`src/rtl/serial_result_pkg.sv`:
```
// Shared gobou constants and lane type (stands in for gobou.svh).
// GOBOU_SERIAL_RELU_EN is left undefined by default: results pass through unmodified.
package serial_result_pkg;

   localparam int CORE   = 4;
   localparam int DWIDTH = 16;
   localparam int LWIDTH = $clog2(CORE + 1);

   typedef logic signed [DWIDTH-1:0] data_t;

endpackage

```
`src/rtl/serial_result_lane_act.sv`:
```
// Per-lane activation applied at capture; configured by GOBOU_SERIAL_RELU_EN.
// With the macro undefined this is a plain wire.
module serial_lane_act
   import serial_result_pkg::*;
#(
   parameter int DWIDTH = serial_result_pkg::DWIDTH
) (
   input  logic signed [DWIDTH-1:0] x,
   output logic signed [DWIDTH-1:0] y
);

`ifdef GOBOU_SERIAL_RELU_EN
   // Negative results clamp to zero; sign bit decides, so no compare logic.
   assign y = x[DWIDTH-1] ? '0 : x;
`else
   assign y = x;
`endif

endmodule

```
`src/rtl/serial_result.sv`:
```
// Parallel-to-serial result stage: captures CORE lanes on serial_we and emits
// one lane per cycle on write_result. Optional ReLU via GOBOU_SERIAL_RELU_EN.
module serial_result
   import serial_result_pkg::*;
#(
   parameter int CORE   = serial_result_pkg::CORE,
   parameter int DWIDTH = serial_result_pkg::DWIDTH
) (
   input  logic                       clk,
   input  logic                       xrst,
   input  logic                       serial_we,
   input  logic [CORE*DWIDTH-1:0]     in_result,
   output logic signed [DWIDTH-1:0]   write_result,
   output logic                       result_valid,
   output logic                       busy,
   output logic                       overrun,
   output logic [$clog2(CORE+1)-1:0]  lane_idx
);

   localparam int IW = $clog2(CORE + 1);

   // Stream handshake: result_valid high means write_result carries a live
   // element this cycle; there is no ready, the consumer takes every element.

   logic signed [DWIDTH-1:0] act  [CORE];
   logic signed [DWIDTH-1:0] sreg [CORE];
   logic [IW-1:0]            r_cnt;
   logic [IW-1:0]            lane_q;
   logic                     ovr_q;

   for (genvar i = 0; i < CORE; i++) begin : g_lane
      serial_lane_act #(
         .DWIDTH(DWIDTH)
      ) u_act (
         .x(in_result[i*DWIDTH +: DWIDTH]),
         .y(act[i])
      );
   end

   always_ff @(posedge clk) begin
      if (!xrst) begin
         for (int i = 0; i < CORE; i++) sreg[i] <= '0;
         r_cnt  <= '0;
         lane_q <= '0;
         ovr_q  <= 1'b0;
      end else if (serial_we) begin
         // A reload on the final element is the normal back-to-back case.
         for (int i = 0; i < CORE; i++) sreg[i] <= act[i];
         r_cnt  <= IW'(CORE);
         lane_q <= '0;
         if (r_cnt > IW'(1)) ovr_q <= 1'b1;
      end else if (r_cnt != '0) begin
         for (int i = 0; i < CORE - 1; i++) sreg[i] <= sreg[i+1];
         sreg[CORE-1] <= '0;
         r_cnt  <= r_cnt - IW'(1);
         lane_q <= lane_q + IW'(1);
      end
   end

   assign result_valid = (r_cnt != '0);
   assign busy         = result_valid;
   assign write_result = result_valid ? sreg[0] : '0;
   assign overrun      = ovr_q;
   assign lane_idx     = lane_q;

endmodule
```
`config.mk`:
```
export PLATFORM = sky130hd
export DESIGN_NAME = serial_result
export DESIGN_NICKNAME = d
export VERILOG_FILES = /design/src/rtl/serial_result_pkg.sv /design/src/rtl/serial_result_lane_act.sv /design/src/rtl/serial_result.sv
export SDC_FILE = /design/constraint.sdc
export NUM_CORES = 1
export LEC_CHECK = 0
export ABC_CLOCK_PERIOD_IN_PS = 2750
export CAP_MARGIN = 15
export CORE_MARGIN = 1.5
export CORE_UTILIZATION = 53
export DETAILED_ROUTE_END_ITERATION = 6
export PLACE_DENSITY = 0.85
export RECOVER_POWER = 50
export SLEW_MARGIN = 20
export SYNTH_ARGS = -nofsm -noshare
export SYNTH_HDL_FRONTEND = slang
export SYNTH_HIERARCHICAL = 1
export SYNTH_SLANG_ARGS = --single-unit
```
`constraint.sdc`:
```
create_clock -name clk -period 2.75 [get_ports clk]
set_input_delay 0.55 -clock clk [delete_from_list [all_inputs] [get_ports clk]]
set_output_delay 0.55 -clock clk [all_outputs]
set_load 0.02 [all_outputs]
```
==> results_dict.tcl <==
set metrics [dict create \
    num_rows 29 \
    p_leak_nw 1.76 \
    dp_cells 388 \
    die_h_um 85.5 \
    critical_path_buf_inv_count 3 \
    hp-start "lane_idx[2]" \
    holdPathEnd "lane_idx[2]" \
    max_slew_margin_pct 53.0 \
    synth_cell_type_count 28 \
    dpl_cell_area_sq_um 3990 \
    n_antenna_cell 0 \
    drive_above_1_share_pct 9.61 \
    synth.most_common_cell "buf_4" \
    yosysTopAreaCell "edfxtp_1" \
    pre_cts_slack_ps 322 \
    synthCells 303 \
    p_per_area_nw_per_um2 589 \
    grt_overflow 0 \
    portBuffers 88 \
    ys.flop_type "edfxtp_1" \
    start_kind "flip-flop" \
    crit_slowest_cell "clkdlybuf4s50_1" \
    synth_top_cell_area_share_pct 39.9 \
    grt_pass1_vias 2097 \
    drt_iter0_drc 115 \
    grt_use_total_pct 17.0 \
    rrSetupSlack_ps 480 \
    clkSinkCount 71 \
    instances_no_fill 410 \
    io-pin-count 89 \
    fmax_mhz 378 \
    h-tree-depth 3 \
    timing.hold.ws_ps 486 \
    wl_um 6110 \
    r2r.worst_path.cells 8 \
    wl_per_cell_um 14.9 \
    final_design_area_no_fill_sq_um 4250 \
    finalMaxSlewViolations 0 \
    grt_first_pass_wirelength_um 9580 \
    fin_skew_ps 8.00 \
    p_total_mw 2.50 \
    dp_hpwl_um 4290 \
    crit_type "reg -> out" \
    dieArea_sq_um 7310 \
    clk_latency_ps 330 \
    min_period_over_period_pct 96.3 \
    tightest_slew_ps 705 \
    core_area_sq_um 6460 \
    hold_viol_final 0 \
    initial_core_util_pct 55.9 \
    cts_buffers 9 \
    drc 8 \
    crit_fanout 7 \
    ant_nets 0 \
    antenna_found_initial 0 \
    async_flop_share_pct 0 \
    path_cells "inv_1 > ha_1 > nor2b_4 > clkinvlp_4 > and2_1 > clkdlybuf4s50_1" \
    reg2reg_from "r_cnt[0]" \
    synthTopCellsByArea "edfxtp_1, buf_4, dfxtp_1" \
    hold_class "reg -> reg" \
    clk_pin_slew_ps 70 \
    synth_area_per_cell_sq_um 11.9 \
    holdPathStages 2 \
    setup_violations 0 \
    critPathTopFamily "buffers and inverters" \
    cp-startpoint "r_cnt[0]" \
    syn_area_sq_um 3610 \
    place_congestion 0.730 \
    setup_slack_ps 102 \
    ys_seq_area_share_pct 52.7 \
    tritoncts "built" \
    ys_warn_count 6 \
    ir_drop_mv 0.257 \
    cp.required_ps 2200 \
    synth.net_count 374 \
    die_x_um 85.5 \
    min_period_ps 2650 \
    viasPerCell 5.11 \
    clockBufferDepth 2 \
    synth_common_cells "buf_4, a22o_1, edfxtp_1" \
    drt_first_pass_iters 6 \
    area_delta_synth_final_pct 17.8 \
    status "complete, but fails checks" \
    r2r-end "sreg[1][14]" \
    ys_ff_latch 71 \
    root_buffer "clkbuf_8" \
    crit_path_max_incr_delay_ps 530 \
    synth-edff-count 48 \
    arrival_ps 2100 \
    max_cap_violations 0 \
    num_vias 2096 \
    worst_setup_path_end_kind "output pin" \
    violations "design-rule violations" \
    fin_nets 399 \
    grt_max_degree 49 \
]
[routing by layer]
metal  vias to the layer above  GRT usage (%)  share of wire [%]
met4                         0           7.48                1.4
met1                       951           20.8                 44
met2                        69           29.1                 50
met5                         -              0                  0
met3                         8           3.46                5.3
li1                       1068              -                  -
[registers in the layout, indices dropped and copies added (netlist names)]
| name | count |
|---|---|
| sreg | 64 |
| lane_idx | 3 |
| r_cnt | 3 |
| overrun | 1 |
[report_power, final]
part	switching [mW]	leakage (nW)	internal (mW)
Sequential	0.0332	0.735	1.25
Combinational	0.209	0.931	0.236
Clock	0.347	0.0970	0.428
[timing repair]
| action | CTS | global route |
|---|---|---|
| gates cloned | 0 | 2 |
| endpoints found under the setup margin | 16 | 16 |
| resized for setup | 1 | 11 |
| endpoints found under the hold margin | 0 | 0 |
| hold buffers | 0 | 0 |
| setup buffers | 0 | 4 |
[per-stage QoR]
stage | utilization [%] | TNS [ps]
after floorplan | - | 0
after global placement | 61.8 | 0
after detailed placement | 61.8 | 0
after CTS | 64.8 | 0
after global routing | 65.8 | -78.1
final | 65.8 | 0
[layout by cell type, fill, tap and decap left out]
master / count
dlygate4sd3_1: 1
clkbuf_1: 4
o21bai_1: 1
ha_1: 4
or3_1: 1
nand3b_1: 16
nor2b_4: 1
mux2_1: 1
clkbuf_8: 13
o21a_1: 1
dfxtp_1: 23
nand2_1: 18
dlymetal6s2s_1: 9
and2_4: 1
xnor2_1: 2
o21ai_0: 2
clkdlybuf4s50_1: 78
nor2_8: 1
inv_1: 3
clkinvlp_4: 3
edfxtp_1: 48
buf_4: 9
nor2_1: 5
a21boi_0: 16
nand2b_4: 1
or2_2: 3
a22o_1: 48
and2_1: 16
a21oi_1: 3
a211oi_1: 1
[layout make-up]
type | instances | area (sq um)
Fill cell | 510 | 2210
Sequential cell | 71 | 1900
Multi-Input combinational cell | 142 | 1050
Timing Repair Buffer | 98 | 975
Clock buffer | 16 | 190
Tap cell | 77 | 96.3
Inverter | 4 | 18.8
Timing Repair inverter | 2 | 15.0
[worst min-delay path, delay by kind of cell (launching register included)]
family          cells  cell delay (ps)
compound gates      2              130
flops               1              310
[kinds of logic after synthesis]
logic type               count (synthesis)  synth area share [%]
AO/OA/AOI/OAI                           72                  16.3
XOR/XNOR                                 2                 0.486
adder cells (fa/ha/maj)                  4                  1.39
buffers and inverters                   90                  18.1
flip-flops                              71                  52.7
multiplexers                             1                 0.312
AND/OR/NAND/NOR                         63                  10.7
[worst max path at each step]
| stage | to | slack [ps] | cells past startpoint |
|---|---|---|---|
| floorplan | write_result[10] | 660 | 6 |
| global placement | write_result[15] | 420 | 6 |
| detailed placement | write_result[0] | 320 | 6 |
| CTS | write_result[0] | 40 | 6 |
| global route | write_result[2] | -20 | 6 |
| finish | write_result[4] | 100 | 6 |
(Power assumes the default switching activity.)
